File: src/rtl/bram_port_ctrl.sv
// bram_port_ctrl: engine-side initiator for one port of a byte-write BRAM.
// Turns a valid/ready request stream (single/burst reads, burst fills) into
// per-cycle BRAM EN/WE/ADDR/DI activity and buffers read data in a 2-entry
// response FIFO so the consumer may stall without data loss.
// Optional feature macro: BRAM_CTRL_WRACK_EN (fill bursts return one ack).
//
// state | meaning
// IDLE  | waiting for a request; req_ready high, BRAM port quiet
// BURST | issuing one beat per permitted cycle until beat_cnt == len
module bram_port_ctrl #(
   parameter int ADDR_W = 9,
   parameter int DATA_W = 64,
   parameter int LEN_W  = 4
) (
   input  logic                clock,
   input  logic                reset,
   input  logic                req_valid,
   output logic                req_ready,
   input  logic                req_wr,
   input  logic [ADDR_W-1:0]   req_addr,
   input  logic [LEN_W-1:0]    req_len,
   input  logic [DATA_W-1:0]   req_data,
   input  logic [DATA_W/8-1:0] req_strb,
   output logic                resp_valid,
   input  logic                resp_ready,
   output logic [DATA_W-1:0]   resp_data,
   output logic                resp_last,
   output logic                resp_wr,
   output logic                bram_EN,
   output logic [DATA_W/8-1:0] bram_WE,
   output logic [ADDR_W-1:0]   bram_ADDR,
   output logic [DATA_W-1:0]   bram_DI,
   input  logic [DATA_W-1:0]   bram_DO
);

   localparam int STRB_W = DATA_W / 8;

   typedef enum logic [0:0] {
      IDLE  = 1'b0,
      BURST = 1'b1
   } state_t;

   state_t              state_q, state_d;
   logic                wr_q;
   logic [ADDR_W-1:0]   addr_q;
   logic [LEN_W-1:0]    len_q;
   logic [LEN_W-1:0]    cnt_q;
   logic [DATA_W-1:0]   data_q;
   logic [STRB_W-1:0]   strb_q;

   logic                infl_q;
   logic                infl_last_q;

   logic [DATA_W-1:0]   fifo_data [2];
   logic                fifo_last [2];
   logic                rd_ptr, wr_ptr;
   logic [1:0]          count;

   logic                accept;
   logic                pop;
   logic                push;
   logic                credit_ok;
   logic                final_beat;
   logic                ack_beat;
   logic                beat;
   logic                issue;
   logic [DATA_W-1:0]   push_data;

   assign req_ready  = (state_q == IDLE) && !reset;
   assign accept     = req_valid && req_ready;
   assign resp_valid = (count != 2'd0);
   assign pop        = resp_valid && resp_ready;
   assign push       = infl_q;
   assign final_beat = (cnt_q == len_q);

   // A response slot is free if what is buffered plus what is in flight,
   // minus what leaves this cycle, stays below the FIFO depth.
   assign credit_ok  = (({1'b0, count} + {2'b00, infl_q}) - {2'b00, pop}) < 3'd2;

`ifdef BRAM_CTRL_WRACK_EN
   logic                infl_wr_q;
   logic                fifo_wr [2];

   assign ack_beat   = wr_q && final_beat;
   assign push_data  = infl_wr_q ? '0 : bram_DO;
   assign resp_wr    = resp_valid ? fifo_wr[rd_ptr] : 1'b0;
`else
   assign ack_beat   = 1'b0;
   assign push_data  = bram_DO;
   assign resp_wr    = 1'b0;
`endif

   // Fill beats bypass the credit check unless they produce a response.
   assign beat  = (state_q == BURST) && ((wr_q && !ack_beat) || credit_ok);
   assign issue = beat && (!wr_q || ack_beat);

   assign resp_data = resp_valid ? fifo_data[rd_ptr] : '0;
   assign resp_last = resp_valid ? fifo_last[rd_ptr] : 1'b0;

   // State register.
   always_ff @(posedge clock or posedge reset) begin
      if (reset) state_q <= IDLE;
      else       state_q <= state_d;
   end

   // Next state and BRAM port drive; port is all-zero on non-beat cycles.
   always_comb begin
      state_d   = state_q;
      bram_EN   = 1'b0;
      bram_WE   = '0;
      bram_ADDR = '0;
      bram_DI   = '0;
      case (state_q)
         IDLE: begin
            if (accept) state_d = BURST;
         end
         BURST: begin
            if (beat) begin
               bram_EN   = 1'b1;
               bram_ADDR = addr_q;
               bram_WE   = wr_q ? strb_q : '0;
               bram_DI   = wr_q ? data_q : '0;
               if (final_beat) state_d = IDLE;
            end
         end
         default: state_d = IDLE;
      endcase
   end

   // Request latch, running address (wraps at 2^ADDR_W) and beat counter.
   always_ff @(posedge clock or posedge reset) begin
      if (reset) begin
         wr_q   <= 1'b0;
         addr_q <= '0;
         len_q  <= '0;
         cnt_q  <= '0;
         data_q <= '0;
         strb_q <= '0;
      end else if (accept) begin
         wr_q   <= req_wr;
         addr_q <= req_addr;
         len_q  <= req_len;
         cnt_q  <= '0;
         data_q <= req_data;
         strb_q <= req_strb;
      end else if (beat) begin
         addr_q <= addr_q + ADDR_W'(1);
         cnt_q  <= cnt_q + LEN_W'(1);
      end
   end

   // Track the beat whose result lands in the FIFO next cycle.
   always_ff @(posedge clock or posedge reset) begin
      if (reset) begin
         infl_q      <= 1'b0;
         infl_last_q <= 1'b0;
      end else begin
         infl_q      <= issue;
         infl_last_q <= final_beat;
      end
   end

`ifdef BRAM_CTRL_WRACK_EN
   // Remember whether the in-flight entry is a write ack.
   always_ff @(posedge clock or posedge reset) begin
      if (reset) begin
         infl_wr_q  <= 1'b0;
         fifo_wr[0] <= 1'b0;
         fifo_wr[1] <= 1'b0;
      end else begin
         infl_wr_q <= wr_q;
         if (push) fifo_wr[wr_ptr] <= infl_wr_q;
      end
   end
`endif

   // Two-entry response FIFO; push and pop may coincide at any occupancy.
   always_ff @(posedge clock or posedge reset) begin
      if (reset) begin
         fifo_data[0] <= '0;
         fifo_data[1] <= '0;
         fifo_last[0] <= 1'b0;
         fifo_last[1] <= 1'b0;
         rd_ptr       <= 1'b0;
         wr_ptr       <= 1'b0;
         count        <= 2'd0;
      end else begin
         if (push) begin
            fifo_data[wr_ptr] <= push_data;
            fifo_last[wr_ptr] <= infl_last_q;
            wr_ptr            <= ~wr_ptr;
         end
         if (pop) rd_ptr <= ~rd_ptr;
         count <= (count + {1'b0, push}) - {1'b0, pop};
      end
   end

   // The credit rule must make overflow unreachable.
   a_no_overflow : assert property (@(posedge clock) disable iff (reset)
      !(push && !pop && (count == 2'd2)));

endmodule
File: config.mk
export PLATFORM = sky130hd
export DESIGN_NAME = bram_port_ctrl
export DESIGN_NICKNAME = d
export VERILOG_FILES = /design/src/rtl/bram_port_ctrl.sv
export SDC_FILE = /design/constraint.sdc
export NUM_CORES = 1
export LEC_CHECK = 0
export ABC_AREA = 0
export BUFFER_PORTS_ARGS = -buffer_cell sky130_fd_sc_hd__buf_2
export CORE_ASPECT_RATIO = 1.75
export CORE_MARGIN = 1.5
export CORE_UTILIZATION = 50
export DETAILED_ROUTE_END_ITERATION = 10
export PLACE_DENSITY = 0.81
export SETUP_SLACK_MARGIN = 0.02
export SYNTH_ARGS = -nofsm -noshare
export SYNTH_HDL_FRONTEND = slang
export SYNTH_SLANG_ARGS = --single-unit
File: constraint.sdc
create_clock -name clock -period 11.4 [get_ports clock]
set_input_delay 1.71 -clock clock [delete_from_list [all_inputs] [get_ports clock]]
set_output_delay 1.71 -clock clock [all_outputs]
set_load 0.05 [all_outputs]
==> results of run 1 <==
## placed cells by master (no fill, tap or decap), drive strengths merged
cell / synthesis / final
nor4: 2 / 2
nand2b: 1 / 1
ha: 4 / 4
nand4: 3 / 3
nor4b: 1 / 1
buf: 39 / 311
mux2i: 71 / 71
nor2b: 2 / 2
nand3: 9 / 9
clkinv: 0 / 3
mux2: 130 / 130
or3b: 1 / 1
nor3: 4 / 4
o211ai: 2 / 2
bufinv: 0 / 2
xor2: 6 / 6
conb: 1 / 1
a31oi: 1 / 1
clkinvlp: 0 / 1
clkbuf: 31 / 29
nor2: 70 / 70
o31a: 1 / 1
a311o: 1 / 1
and3: 74 / 74
or3: 4 / 4
xnor2: 3 / 3
o21ai: 6 / 6
nor3b: 1 / 1
a21oi: 3 / 3
diode: 0 / 1
a21o: 1 / 1
nand2: 246 / 246
fa: 1 / 1
dfrtp: 227 / 227
and2: 9 / 9
inv: 9 / 9
## registers in the layout, summed over array words and instances (netlist names), 2 cells and up
name / cells
count: 2
len_q: 4
addr_q: 9
strb_q: 8
fifo_last: 2
cnt_q: 4
fifo_data: 128
data_q: 64
## cell type report
cell class,count,area (µm²),area share
tap,248,310.3,0.02459
inverter,9,41.29,0.003272
timing repair buffer,311,1579,0.1251
sequential,227,5687,0.4507
clock buffer,29,595.6,0.04720
clock inverter,6,82.58,0.006544
antenna,1,2.502,0.0001983
multi-input combinational,658,4320,0.3424
## stage by stage
step	setup WS [ps]	cell area (µm²)
global route	5588	12620
global placement	5734	11940
CTS	5704	12620
detailed placement	5722	11940
floorplan	3470	10320
finish	5717	12620
## layer usage
layer,wire length [µm],vias to the layer above
met5,13,-
met4,601,2
met3,1248,44
met2,12390,242
met1,9297,3850
li1,-,3715
## worst reg2reg max path, stage by stage (launching register included)
cell and delay [ps]:
dfrtp_1 420, nor2_4 90, buf_4 600, nor2b_1 190, ha_1 320, inv_1 40
ha_1 180, fa_1 370, xnor2_1 240, o31a_1 420, nor4_1 110, a311o_2 370
## final timing paths
kind | from | to | slack [ps] | depth (start not counted)
worst max-delay path | resp_ready | bram_ADDR[8] | 5720 | 11
worst min-delay path | data_q[54] | data_q[54] | 470 | 2
worst max register to register | count[1] | addr_q[8] | 7940 | 11
worst min register to register | data_q[54] | data_q[54] | 470 | 2
max in group asynchronous | reset | rd_ptr | 8250 | 3
min in group asynchronous | reset | data_q[62] | 1510 | 2
## logic make-up (layout without fill, tap and decap cells)
kind of cell | after synthesis | count (layout) | synth area share
flops | 227 | 227 | 0.5504
simple gates | 427 | 427 | 0.1817
xor+xnor | 9 | 9 | 0.007638
mux | 201 | 201 | 0.2107
other cells | 1 | 2 | 0.0003633
buf+inv | 79 | 355 | 0.03334
fa+ha+maj | 5 | 5 | 0.006789
compound gates | 15 | 15 | 0.009092
==> reports/metrics.csv, run 1 <==
stage;metric;value;unit
global_route;grt_max_degree;151;
clocking;cts.clk_slew.worst_paths;60;ps
worst_setup_path;worstSetupPathType;input pin to output pin;
route;ant_nets;0;
route;drt-wirelength-per-cell;15.82;µm
worst_setup_path;endpoint_kind;output pin;
clocking;cts_root_buffer;clkbuf_16;
worst_setup_path;cp_cell_sequence;buf_2 -> nor2b_1 -> ha_1 -> inv_1 -> ha_1 -> fa_1 -> nand2b_1 -> o21ai_1 -> buf_4 -> and2_1 -> buf_2;
global_route;grt_pass1_wl;37.74;mm
layout;fin_util;0.6220;
timing;rsz0062_at_grt;false;
place;placed_cells;1453;
synthesis;synth_ff_type;dfrtp_1;
clocking;clock_sinks;227;
timing;slew_viol_final;0;
synthesis;synth_fp_nets;1123;
clocking;h-tree-depth;1;
synthesis;synth.largest_area_cell;dfrtp_1;
run;max_cap_violations;0;
synthesis;netlist_top_cells_area;dfrtp_1 55%, mux2_2 14%, nand2_1 8.9%;
timing;finalClockSkew;8.966;ps
clocking;cts-buffers-inserted;21;
synthesis;synth_seq_cells;227;
synthesis;synth_edf_count;0;
synthesis;postSynthCellCount;964;
timing;setup_tns;0;ps
place;dp_hpwl;15.34;mm
die;die_x;111.6;µm
route;drt-total-wl;23.55;mm
global_route;grt-busiest-layer;met2;
route;drtIter0Drc;320;
clocking;clock_path_buffers;3;
place;place.gp.congestion;0.7853;
worst_setup_path;worstPathRequired;9690;ps
global_route;use_met1;0.2506;
layout;final_nets;1387;
global_route;grt_use_total;0.2109;
timing;setup-violations-final;0;
die;num_rows;69;
global_route;grt_pass1_vias;7923;
synthesis;async_flop_share;1.000;
die;die_h;193.1;µm
clocking;cts_setup_buffers;0;
timing;tightest_slew;1155;ps
worst_setup_path;slowest_delay;500;ps
die;dieArea;0.02155;mm²
worst_setup_path;critPathArrivalTime;3970;ps
clocking;cts_tree;built;
route;avgViaCountPerCell;5.274;
hold_path;hold_class;flop to flop;
synthesis;yosys_warnings;0;
clocking;postCtsHoldBufs;0;
worst_setup_path;startpoint_type;input pin;
timing;clock.fmax;176.0;MHz
synthesis;synth_top_area_frac;0.5504;
die;io_pins;304;
layout;fillCellCount;1663;
die;core;0.02029;mm²
layout;drive_above_1_share;0.3887;
worst_setup_path;crit_fanout;20;
synthesis;yosys.cell_count.top_type;nand2_1;
global_route;use_met3;0.03626;
synthesis;synth_common_cells;246 x nand2_1, 227 x dfrtp_1, 130 x mux2_2;
synthesis;syn_area;0.01032;mm²
synthesis;ys_seq_area_frac;0.5504;
clocking;cts_resized;0;
synthesis;synth.avg_cell_area;10.71;µm²
run_status;status;finished clean;
worst_setup_path;cp_num_buf_inv;4;
timing;holdWs;466.2;ps
global_route;grt_overflow;0;
clocking;insertion_delay;490;ps
layout;instances_no_fill;1489;
synthesis;yosysUniqueCellTypes;36;
global_route;antenna_found_initial;2;
die;start_util;0.5087;
route;drc_errors;0;
route;dr.pass1.iters;4;
timing;period_share;0.4985;
timing;min_period;5683;ps
timing;max_slew_margin;0.2303;
route;num_vias;7853;
layout;syn2layout_area_growth;22.26;%
worst_setup_path;crit_family;adder cells;
timing;hold_violations;0;
worst_setup_path;cpMaxStageDelayCell;fa_1;
global_route;use_met2;0.3919;
place;io_buffers;302;
Power of run 1 is left out: the tool's default activity adds up to more than one toggle a clock period on the data nets, which glitch-free logic cannot reach.
==> inputs of run 2 (changes only) <==
Settings changed: CORE_UTILIZATION 50 to 47, PLACE_DENSITY 0.81 to 0.8.
Clock period 11.4 ns to 5 ns, I/O delays scaled along.
==> reports/metrics.csv, run 2 (synthesis results as in run 1) <==
stage;metric;value;unit;change
run_status;status;finished clean;;
layout;largestRegisters;fifo_data x128, data_q x64, addr_q x9;;
timing;setup-violations-final;0;;unchanged
layout;largest_reg_flops;128;;unchanged
worst_setup_path;crit_end;bram_ADDR[6];;
place;place.gp.congestion;0.7985;;+1.7%
clocking;clock_sinks;227;;unchanged
worst_setup_path;endpoint_kind;output pin;;
die;die_h;199.0;µm;+3.1%
timing;setup_tns;0;ps;unchanged
layout;layout_common_cells;302 x buf_2, 245 x nand2_1, 224 x dfrtp_1;;
timing;hold_violations;0;;unchanged
route;drtIter0Drc;360;;+13%
worst_setup_path;worstPathRequired;4250;ps;-5440 ps
layout;final_nets;1389;;+0.14%
timing;rsz0062_at_grt;false;;
timing;finalClockSkew;5.898;ps;-3.068 ps
worst_setup_path;startpoint_type;flop;;
timing;tightest_slew;1056;ps;-98.71 ps
run;max_cap_violations;0;;unchanged
hold_path;hold_class;input pin to async pin;;
global_route;grt_max_degree;136;;-9.9%
worst_setup_path;rr_endpoint;addr_q[1];;
layout;final_common_cell;buf_2;;
timing;slew_viol_final;0;;unchanged
layout;syn2layout_area_growth;22.95;%;
route;drc_errors;0;;unchanged
die;num_rows;71;;+2.9%
clocking;cts_resized;0;;unchanged
worst_setup_path;worstSetupPathType;flop to output pin;;
global_route;grt_pass1_wl;38.68;mm;+2.5%
route;drt-wirelength-per-cell;15.80;µm;about the same
global_route;grt_use_total;0.2082;;-0.002741
clocking;cts-buffers-inserted;21;;unchanged
worst_setup_path;cp-startpoint;count[1];;
route;avgViaCountPerCell;5.133;;-2.7%
layout;drive_above_1_share;0.3892;;+0.0004926
clocking;cts_setup_buffers;0;;unchanged
route;num_vias;7890;;+0.47%
global_route;antenna_found_initial;3;;+1
layout;regMostFlops;fifo_data;;
route;ant_nets;0;;unchanged
timing;max_slew_margin;0.2936;;+0.06332
worst_setup_path;crit_fanout;10;;-50%
die;start_util;0.4801;;-0.02863
die;core;0.02150;mm²;+6.0%
clocking;insertion_delay;490;ps;about the same
timing;period_share;0.8050;;
global_route;grt_pass1_vias;8113;;+2.4%
die;io_pins;304;;unchanged
clocking;h-tree-depth;1;;unchanged
layout;fillCellCount;1805;;+8.5%
route;drt-total-wl;24.29;mm;+3.1%
clocking;postCtsHoldBufs;0;;unchanged
clocking;clock_path_buffers;3;;unchanged
clocking;cts.clk_slew.worst_paths;60;ps;about the same
timing;clock.fmax;248.4;MHz;
worst_setup_path;reg2regPathDepth;11;;unchanged
worst_setup_path;r2r-start;count[1];;
route;dr.pass1.iters;4;;unchanged
place;io_buffers;302;;unchanged
clocking;cts_root_buffer;clkbuf_16;;
global_route;grt_overflow;0;;unchanged
die;dieArea;0.02289;mm²;+6.2%
worst_setup_path;r2r_slack;1940;ps;-6000 ps
timing;min_period;4025;ps;
clocking;cts_tree;built;;
die;die_x;115.0;µm;+3.1%
place;dp_hpwl;16.15;mm;+5.3%
worst_setup_path;critPathArrivalTime;3280;ps;-690 ps
run 2: worst max-delay path, cell delays in order (launching register included):
cell      delay (ps)
dfrtp_1          430
nor2_4            50
nor2b_1          190
ha_1             270
inv_1             60
ha_1             160
fa_1             470
nand2b_1         180
o21ai_1          500
and2_1           220
buf_2            260
run 2: area by class of cell:
| class | instances | area [µm²] | area share |
|---|---|---|---|
| sequential | 227 | 5687 | 0.4481 |
| multi-input combinational | 658 | 4320 | 0.3405 |
| timing repair buffer | 313 | 1632 | 0.1286 |
| clock buffer | 31 | 623.1 | 0.04910 |
| tap | 292 | 365.4 | 0.02879 |
| inverter | 9 | 37.54 | 0.002958 |
| clock inverter | 3 | 15.01 | 0.001183 |
| antenna | 4 | 10.01 | 0.0007888 |
run 2: routing by layer:
metal | part of all wire | track usage | routed length [µm]
met4 | 0.030 | 0.07682 | 729
met3 | 0.065 | 0.04509 | 1581
met5 | 0 | 0 | 0
met1 | 0.39 | 0.2380 | 9372
met2 | 0.52 | 0.3768 | 12610
run 2: worst min path at each step:
stage | end | depth (start not counted)
3_3_place_gp | data_q[3] | 2
6_report | len_q[1] | 3
4_1_cts | strb_q[5] | 3
3_5_place_dp | data_q[10] | 2
5_1_grt | data_q[8] | 3
2_1_floorplan | data_q[0] | 2
run 2: metrics by stage:
stage	area (µm²)	hold WS [ps]	util	std cells	worst slack [ps]
floorplan	10320	437.4	-	964	1077
global placement	12040	449.1	0.5601	1499	1223
detailed placement	12040	453.9	0.5601	1499	1108
CTS	12680	426.1	0.5898	1533	968.8
global route	12680	427.1	0.5900	1535	789.3
finish	12690	437.1	0.5903	1537	974.9
Power of run 2 is left out for the same reason.
==> inputs of run 3 (changes only) <==
Settings changed: CORE_UTILIZATION 47 to 50, PLACE_DENSITY 0.8 to 0.81.
Clock period 5 ns to 4.1 ns, I/O delays scaled along.
==> reports/metrics.csv, run 3 (synthesis results as in run 1) <==
stage;metric;value;unit;change
run_status;status;finished clean;;
place;io_buffers;302;;unchanged
timing;finalClockSkew;5.711;ps;-0.1873 ps
clocking;cts_root_buffer;clkbuf_16;;
global_route;grt_use_total;0.2182;;+0.009997
timing;max_slew_margin;0.3539;;+0.06029
layout;syn2layout_area_growth;23.43;%;
layout;layout_common_cells;302 x buf_2, 245 x nand2_1, 225 x dfrtp_1;;
die;dieArea;0.02155;mm²;-5.9%
timing;setup_tns;0;ps;unchanged
place;place.gp.congestion;0.7974;;-0.14%
layout;drive_above_1_share;0.3907;;+0.001510
worst_setup_path;worstSetupPathType;flop to output pin;;
global_route;antenna_found_initial;5;;+2
route;avgViaCountPerCell;5.291;;+3.1%
clocking;clock_path_buffers;3;;unchanged
clocking;cts_tree;built;;
layout;final_common_cell;buf_2;;
timing;period_share;0.9405;;
die;start_util;0.5087;;+0.02863
clocking;cts-buffers-inserted;21;;unchanged
route;drtIter0Drc;366;;+1.7%
clocking;cts.clk_slew.worst_paths;70;ps;about the same
worst_setup_path;crit_fanout;10;;unchanged
clocking;postCtsHoldBufs;0;;unchanged
route;dr.pass1.iters;4;;unchanged
timing;min_period;3856;ps;
place;dp_hpwl;16.00;mm;-0.95%
global_route;grt_pass1_vias;8083;;-0.37%
route;drt-total-wl;24.19;mm;-0.44%
worst_setup_path;worstPathRequired;3480;ps;-770 ps
global_route;grt_overflow;0;;unchanged
route;drc_errors;0;;unchanged
clocking;clock_sinks;227;;unchanged
hold_path;hold_class;input pin to flop;;
global_route;grt_pass1_wl;38.68;mm;unchanged
route;drt-wirelength-per-cell;16.11;µm;+2.0%
die;die_x;111.6;µm;-3.0%
die;num_rows;69;;-2.8%
timing;slew_viol_final;0;;unchanged
worst_setup_path;endpoint_kind;output pin;;
place;place_area;0.01202;mm²;-0.22%
worst_setup_path;startpoint_type;flop;;
timing;tightest_slew;967.2;ps;-88.73 ps
worst_setup_path;critPathArrivalTime;3240;ps;-40 ps
clocking;h-tree-depth;1;;unchanged
die;io_pins;304;;unchanged
route;ant_nets;0;;unchanged
timing;hold_violations;0;;unchanged
layout;largestRegisters;fifo_data x128, data_q x64, addr_q x9;;
layout;largest_reg_flops;128;;unchanged
clocking;insertion_delay;490;ps;about the same
global_route;grt_max_degree;87;;-36%
die;core;0.02029;mm²;-5.6%
layout;regMostFlops;fifo_data;;
run;max_cap_violations;0;;unchanged
clocking;cts_resized;0;;unchanged
timing;rsz0062_at_grt;false;;
route;num_vias;7942;;+0.66%
timing;clock.fmax;259.3;MHz;
layout;design_area;0.01274;mm²;+0.39%
layout;final_nets;1393;;+0.29%
die;die_h;193.1;µm;-3.0%
timing;setup-violations-final;0;;unchanged
clocking;cts_setup_buffers;0;;unchanged
-- run 3: final cells by class --
type,instances,area (µm²)
Antenna cell,4,10.01
Clock buffer,30,589.3
Clock inverter,8,125.1
Fill cell,1669,7548
Inverter,9,37.54
Multi-Input combinational cell,658,4320
Sequential cell,227,5685
Tap cell,248,310.3
Timing Repair Buffer,317,1662
-- run 3: final timing paths --
path                                   from             end  slack, ps  depth (start not counted)
worst min-delay path            req_data[0]       data_q[0]        300                          3
max in group asynchronous             reset  fifo_data[102]       2720                          3
worst min register to register    data_q[7]       data_q[7]        470                          2
worst max-delay path               count[1]    bram_ADDR[5]        240                         10
worst max register to register     count[1]       addr_q[1]       1110                         11
min in group asynchronous             reset        cnt_q[1]        380                          2
-- run 3: worst max-delay path, cell delays in order, from the launching register on --
cell and delay [ps]:
dfrtp_1 430, nor2_4 50, nor2b_1 190, ha_1 270, inv_1 60, ha_1 150
fa_1 470, nand2b_1 170, o21ai_1 510, and2_1 210, buf_2 260
-- run 3: metrics by stage --
stage | util | hold slack (ps) | setup slack (ps) | std cells
after global placement | 0.5922 | 449.1 | 570.6 | 1459
after floorplan | - | 437.4 | 446.5 | 964
after CTS | 0.6274 | 284.3 | 207.2 | 1497
after detailed placement | 0.5922 | 453.5 | 480.0 | 1459
after global routing | 0.6277 | 290.8 | 69.83 | 1499
final | 0.6279 | 303.9 | 244.0 | 1501
-- run 3: metal layers --
| metal | GRT usage | part of all wire | up-vias |
|---|---|---|---|
| met4 | 0.06865 | 0.025 | 2 |
| met3 | 0.04126 | 0.058 | 42 |
| met2 | 0.4077 | 0.52 | 258 |
| li1 | - | - | 3745 |
| met1 | 0.2523 | 0.39 | 3895 |
| met5 | 0 | 0.00054 | - |
Power of run 3 is left out for the same reason.
